## src/rtl/pe_result_streamer.sv

```systemverilog
// Drains VECTOR_SIZE result words from the shared BRAM into one AXI4-Stream packet.
// Read data is staged through a small credit-controlled FIFO so backpressure never loses a word.
module pe_result_streamer #(
    parameter int          VECTOR_SIZE = 64,
    parameter logic [31:0] BASE_ADDR   = 32'h0,
    parameter int          FIFO_DEPTH  = 4
) (
    input  logic        aclk,
    input  logic        aresetn,
    input  logic        start,
    output logic        busy,
    output logic        done,
    output logic [31:0] BRAM_ADDR,
    output logic        BRAM_EN,
    output logic [3:0]  BRAM_WE,
    input  logic [31:0] BRAM_RDDATA,
    output logic [31:0] m_axis_tdata,
    output logic        m_axis_tvalid,
    input  logic        m_axis_tready,
    output logic        m_axis_tlast
);

    localparam int IDX_W = $clog2(VECTOR_SIZE + 1);
    localparam int PTR_W = $clog2(FIFO_DEPTH);
    localparam int CNT_W = PTR_W + 1;
    localparam logic [IDX_W-1:0] LAST_IDX  = IDX_W'(VECTOR_SIZE - 1);
    localparam logic [CNT_W:0]   DEPTH_LIM = (CNT_W + 1)'(FIFO_DEPTH);

    typedef enum logic [1:0] {S_IDLE, S_READ, S_DRAIN, S_DONE} state_t;

    state_t            state;
    state_t            state_nxt;
    logic [IDX_W-1:0]  rd_idx;
    logic [IDX_W-1:0]  out_idx;
    logic              rd_vld_p1;
    logic [31:0]       fifo_mem [FIFO_DEPTH];
    logic [PTR_W-1:0]  wr_ptr;
    logic [PTR_W-1:0]  rd_ptr;
    logic [CNT_W-1:0]  fifo_count;
    logic              credit_ok;
    logic              push;
    logic              pop;
    logic              last_beat;

    // Occupancy counts reads already in flight so the FIFO can never overflow.
    assign credit_ok = ((CNT_W + 1)'(fifo_count) + (CNT_W + 1)'(rd_vld_p1)) < DEPTH_LIM;
    assign push      = rd_vld_p1;
    assign pop       = m_axis_tvalid & m_axis_tready;
    assign last_beat = pop & m_axis_tlast;

    assign BRAM_WE       = 4'h0;
    assign BRAM_ADDR     = BASE_ADDR + (32'(rd_idx) << 2);
    assign m_axis_tvalid = (fifo_count != '0);
    assign m_axis_tlast  = m_axis_tvalid & (out_idx == LAST_IDX);
    assign m_axis_tdata  = m_axis_tvalid ? fifo_mem[rd_ptr] : 32'h0;

    always_ff @(posedge aclk) begin
        if (!aresetn) begin
            state <= S_IDLE;
        end else begin
            state <= state_nxt;
        end
    end

    always_comb begin
        state_nxt = state;
        case (state)
            S_IDLE:  if (start) state_nxt = S_READ;
            S_READ:  if (BRAM_EN && (rd_idx == LAST_IDX)) state_nxt = S_DRAIN;
            S_DRAIN: if (last_beat) state_nxt = S_DONE;
            S_DONE:  state_nxt = S_IDLE;
            default: state_nxt = S_IDLE;
        endcase
    end

    always_comb begin
        busy    = (state != S_IDLE);
        done    = (state == S_DONE);
        BRAM_EN = (state == S_READ) && credit_ok;
    end

    // Stage p0 -> p1: read issued this cycle, data valid on BRAM_RDDATA next cycle.
    always_ff @(posedge aclk) begin
        if (!aresetn) begin
            rd_idx     <= '0;
            out_idx    <= '0;
            rd_vld_p1  <= 1'b0;
            wr_ptr     <= '0;
            rd_ptr     <= '0;
            fifo_count <= '0;
        end else begin
            rd_vld_p1 <= BRAM_EN;
            if (BRAM_EN) begin
                rd_idx <= (rd_idx == LAST_IDX) ? '0 : rd_idx + IDX_W'(1);
            end
            if (pop) begin
                out_idx <= last_beat ? '0 : out_idx + IDX_W'(1);
                rd_ptr  <= rd_ptr + PTR_W'(1);
            end
            if (push) begin
                wr_ptr <= wr_ptr + PTR_W'(1);
            end
            if (push && !pop) begin
                fifo_count <= fifo_count + CNT_W'(1);
            end else if (pop && !push) begin
                fifo_count <= fifo_count - CNT_W'(1);
            end
        end
    end

    // Stage p1 -> FIFO: capture returned read data.
    always_ff @(posedge aclk) begin
        if (push) begin
            fifo_mem[wr_ptr] <= BRAM_RDDATA;
        end
    end

endmodule

```

## config.mk

```make
export PLATFORM = sky130hd
export DESIGN_NAME = pe_result_streamer
export DESIGN_NICKNAME = d
export VERILOG_FILES = /design/src/rtl/pe_result_streamer.sv
export SDC_FILE = /design/constraint.sdc
export NUM_CORES = 1
export LEC_CHECK = 0
export CAP_MARGIN = 40
export CORE_UTILIZATION = 35
export CTS_BUF_LIST = sky130_fd_sc_hd__clkbuf_8
export CTS_CLUSTER_SIZE = 16
export DETAILED_ROUTE_END_ITERATION = 6
export GPL_ROUTABILITY_DRIVEN = 0
export GPL_TIMING_DRIVEN = 0
export PLACE_DENSITY = 0.67
export SLEW_MARGIN = 20
export SYNTH_ARGS = -nofsm -noshare
export SYNTH_HDL_FRONTEND = slang
export SYNTH_SLANG_ARGS = --single-unit
```

## constraint.sdc

```tcl
create_clock -name aclk -period 2.4 [get_ports aclk]
set_input_delay 0.48 -clock aclk [delete_from_list [all_inputs] [get_ports aclk]]
set_output_delay 0.48 -clock aclk [all_outputs]
set_load 0.02 [all_outputs]
```

Word-level counts from Yosys, hierarchy flattened

Memories as Yosys holds them, arrays and structs flattened. A register that Yosys moved wholly into a read port is not among the register bits.
Cells that the tools add are included.

$add $sub $neg: 7
$lt $le $gt $ge: 1
Eq/ne operators: 8
Multiplexer cells: 13
Bitwise operators: 3
Reductions and logical operators: 11

Operators with widths:

| cell                                                                         | count |
|---|---|
| 32-bit two-way mux                                                           | 1 |
| 7-bit by 1-bit adder with 7-bit output, second input constant                | 2 |
| 7-bit by 6-bit equality test with 1-bit output, second input constant        | 2 |
| 7-bit two-way mux                                                            | 2 |
| 2-bit two-way mux                                                            | 5 |
| 2-bit one-hot mux with 4 select lines                                        | 1 |
| 3-bit two-way mux                                                            | 2 |
| 2-bit inequality test, second input constant                                 | 3 |
| 2-bit by 1-bit adder with 2-bit output, second input constant                | 2 |
| 3-bit by 1-bit adder with 4-bit output                                       | 1 |
| 2-bit equality test, second input constant                                   | 2 |
| 1-bit logical AND                                                            | 4 |
| 4-bit by 3-bit less-than comparator with 1-bit output, second input constant | 1 |
| 2-bit nonzero test                                                           | 2 |
| 3-bit by 1-bit adder with 3-bit output, second input constant                | 1 |
| 1-bit AND                                                                    | 3 |
| 3-bit AND reduction                                                          | 1 |
| 3-bit nonzero test                                                           | 1 |
| 3-bit by 1-bit subtractor with 3-bit output, second input constant           | 1 |
| 2-bit by 1-bit equality test with 1-bit output, second input constant        | 1 |
| 1-bit zero test                                                              | 2 |
| 2-bit zero test                                                              | 1 |
| 1-bit two-way mux                                                            | 2 |

Register bits: 24
RAM bits: 128
Input port bits: 36
Output and inout port bits: 73
Logic and storage cells: 51
Memories: 1

Memory list:

| memory   | words | width | rd ports | clocked after memory_dff | write ports | RTL line | source |
|---|---|---|---|---|---|---|---|
| fifo_mem | 4     | 32    | 1        | 1                        | 1           | 36       | `logic [31:0] fifo_mem [FIFO_DEPTH];` |

Longest topological paths before layout

Depth after elaboration: 6
Depth in mapped cells: 9
Gate-level depth less buffers: 8

Worst setup path before layout

Ideal clock, no wire load.

Path type: reg-to-reg
Start: reg fifo_count[0]
End: reg fifo_count[2]
Setup time: 0.072 ns
Arrival time: 2.154 ns
Data required time: 2.328 ns
Slack: 0.174 ns
Cell stages (with the launch flop): 10
Buffers on the path: 1
Clock period less this slack: 2.226 ns
Path through: dfxtp_1 -> o31a_4 -> inv_2 -> buf_2 -> ha_1 -> inv_1 -> fa_1 -> xor2_1 -> or3_1 -> a21oi_1

Word-level cells in the longest chain between the ends: 5
Elaborated cells between the ends (all ways): 10
Classes of those cells: 2 x add/sub; 2 x mux; 1 x bitwise; 5 x reduce/logical

RTL lines:

| what                                                                                                | RTL line | source |
|---|---|---|
| from (decl)                                                                                         | 39       | `logic [CNT_W-1:0] fifo_count;` |
| from (signal assigned)                                                                              | 104      | `fifo_count <= fifo_count + CNT_W'(1);` |
| from (signal assigned)                                                                              | 106      | `fifo_count <= fifo_count - CNT_W'(1);` |
| parallel branches: the longest is 5 deep, another holds 3-bit by 1-bit subtractor with 3-bit output | --       |  |

Parallel ways; which one is timed is not known. The select of a mux whose other input is x is not followed.
A chain may end at the register's enable or synchronous reset.

==> out/metrics.csv <==
stage,metric,value,unit
run_status,status,"complete, but fails checks",
run_status,violations,negative setup slack,
detailed_routing,avgViaCountPerCell,4.62,
detailed_routing,wl_per_cell,16.2,um
clocking,clkLatencyLatePin,440,ps
power,swShare,31.2,%
synthesis,netlist.top_cell.by_area,edfxtp_1,
timing,period_minus_slack,2400,ps
power,power_density,1030,nW/um^2
clocking,h-tree-depth,4,
synthesis,synth_top_area_share,60.5,%
synthesis,syn_inst,377,
detailed_routing,vias,3467,
power,comb_power_share,39.0,%
detailed_routing,routed_wl,12200,um
floorplan,die_area,18700,um^2
clocking,cts_tree,done,
power,peakVddDrop,0.515,mV
detailed_routing,drc,0,
floorplan,rows,48,
setup_path,slowest_delay,490,ps
detailed_routing,antenna_left,0,
synthesis,yosysSeqAreaShare,68.7,%
job,cap_viol_max_count,0,
synthesis,ys_ff_latch,154,
detailed_routing,drtPass1Iterations,4,
global_routing,grt_pass1_wl,19000,um
global_routing,grt-ovfl-total,0,
setup_path,critical_path_class,register to output pin,
global_routing,grt_use_total,13.9,%
finish,final_area,8180,um^2
floorplan,die_w,137,um
place,hpwlAfterDp,7930,um
synthesis,syn-cell-area,6350,um^2
synthesis,ys_warn_count,0,
timing,timing.final.crit_share,100,%
power,leakagePower,2.96,nW
global_routing,grt_max_degree,19,
place,placed_cell_area,7650,um^2
finish,diodes,0,
synthesis,ys_top_cells_by_area,"edfxtp_1 60%, mux4_2 11%, dfxtp_1 8.2%, and2_1 3.7%, buf_4 3.4%",
hold_path,hp-start,out_idx[6]$_SDFFE_PN0P_,
power,p_seq_share,38.8,%
synthesis,synth_edf_count,128,
power,switchingPower,2.63,mW
setup_path,path_common_cell,buf_12,
floorplan,core_area,17500,um^2
timing,slew_viol_final,0,
finish,drive_above_1_share,34.3,%
power,clkPwrFrac,22.2,%
hold_path,hold_class,register to register,
clocking,cts_made_buffers,17,
finish,layout_common_cells,"128 x edfxtp_1, 46 x buf_4, 43 x clkdlybuf4s50_1",
finish,final_common_cell,edfxtp_1,
floorplan,ioPinCount,109,
synthesis,avgSynthCellArea,16.9,um^2
finish,area_growth,28.7,%
timing,setup_viol,1,
timing,finClkSkew,8.60,ps
setup_path,cp_slowest_cell,mux4_2,
floorplan,die_y,137,um
setup_path,worst_setup_path_end_kind,output pin,
clocking,cts_buffer_depth,2,
setup_path,cp_cell_sequence,buf_12 > buf_12 > buf_12 > mux4_2 > and2_4 > buf_6,
synthesis,ys_async_sr_fraction,0,%
detailed_routing,drtIter0Drc,124,
setup_path,critPathArrivalTime,1920,ps
clocking,clkSinkCount,154,
floorplan,start_util,36.2,%
synthesis,ys.flop_type,edfxtp_1,
setup_path,start_kind,register,
timing,slew-limit-headroom,62.6,%
timing,grt_setup_unrepaired,true,
finish,nNetsFinal,561,
clocking,cts_hold_buffers,0,
power,p_total,8.42,mW
timing,fin_ws,-1.74,ps
setup_path,cp_max_fo,6,
global_routing,grt_pass1_vias,3599,
clocking,clockRootBuffer,clkbuf_8,
place,io_buffers,79,
timing,tns,-1.74,ps
finish,nFillCells,1530,
synthesis,synth_cell_types,43,
timing,hold_viol,0,
timing,max_freq,416,MHz
setup_path,r2r_start,fifo_count[0]$_SDFFE_PN0P_,
setup_path,critPathRequiredTime,1920,ps
clocking,clk_pin_slew,80,ps
power,internal-power,5.79,mW
timing,tightest_slew,561,ps
global_routing,antenna_found_initial,0,
==> layer usage <==
metal	up-vias	track usage [%]	wire length, um
met5	-	0	0
li1	1630	-	-
met3	15	4.00	550
met2	87	24.0	6280
met4	0	4.81	152
met1	1735	16.6	5200
==> cells by family after synthesis <==
| logic type | Yosys count | share of synthesized area (%) |
|---|---|---|
| AND/OR/NAND/NOR | 91 | 7.96 |
| buffers and inverters | 52 | 4.90 |
| AO/OA/AOI/OAI | 21 | 2.52 |
| multiplexers | 35 | 11.8 |
| flip-flops | 154 | 68.7 |
| other | 1 | 0.0590 |
| adder cells (fa/ha/maj) | 13 | 2.68 |
| XOR/XNOR | 10 | 1.38 |
==> flip-flops by register name (all words and copies together), names as in the netlist, named ones only <==
signal and flops:
fifo_mem 128, state 2, out_idx 7, wr_ptr 2, rd_ptr 2, push 1, fifo_count 3, rd_idx 7
==> synth_stat cells, types with 3 or more instances <==
master / n
buf_2: 5
ha_1: 12
mux2i_1: 3
buf_4: 29
edfxtp_1: 128
mux4_2: 32
nand3_1: 5
and2_1: 38
nand2_1: 15
o21ai_0: 4
a21oi_1: 7
clkbuf_1: 6
nor2_1: 15
dfxtp_1: 26
or3_1: 4
inv_1: 8
nor3_1: 3
xor2_1: 8
==> worst paths after layout <==
| kind | endpoint | slack (ps) | depth (start not counted) |
|---|---|---|---|
| max | m_axis_tdata[11] | -2 | 6 |
| max reg2reg | fifo_count[2]$_SDFFE_PN0P_ | 120 | 8 |
| min | out_idx[6]$_SDFFE_PN0P_ | 480 | 1 |
| min reg2reg | out_idx[6]$_SDFFE_PN0P_ | 480 | 1 |
==> final cells by class <==
| type | count | area [um^2] | area share [%] |
|---|---|---|---|
| multi-input cells | 199 | 1860 | 22.7 |
| clock buffers | 17 | 234 | 2.86 |
| inverters | 11 | 45.0 | 0.551 |
| flip-flops and latches | 154 | 4370 | 53.4 |
| plain buffers | 38 | 302 | 3.69 |
| well taps | 225 | 282 | 3.44 |
| repair buffers | 91 | 945 | 11.5 |
| clock inverters | 15 | 144 | 1.76 |
==> what timing repair did <==
action | 4_1_cts | 5_1_grt
buffers inserted | 5 | 2
cloned | 3 | 0
setup endpoints to repair | 36 | 34
resized for setup | 184 | 47
pin swaps | 0 | 2
==> metrics by stage <==
step / cells / setup slack [ps] / hold slack, ps / utilization, %
6_report: 750 / -1.74 / 478 / 46.6
5_1_grt: 750 / -84.0 / 503 / 46.6
4_1_cts: 752 / -135 / 480 / 46.3
3_5_place_dp: 713 / -315 / 469 / 43.6
3_3_place_gp: 709 / -259 / 457 / 42.9
2_1_floorplan: 405 / 174 / 449 / -
==> power groups by stage <==
| stage | Clock (mW) | Sequential (mW) | Combinational, mW |
|---|---|---|---|
| floorplan | 0 | 3.29 | 1.82 |
| global placement | 0 | 3.29 | 2.93 |
| detailed placement | 0 | 3.30 | 3.02 |
| CTS | 1.91 | 3.27 | 3.15 |
| global route | 2.02 | 3.29 | 3.53 |
| finish | 1.87 | 3.27 | 3.29 |
==> critical path, delay by kind of cell (launching register included) <==
family | cells | cell delay, ps
buffers and inverters | 4 | 470
multiplexers | 1 | 490
flip-flops | 1 | 340
AND/OR/NAND/NOR | 1 | 180
(Power assumes the default switching activity.)
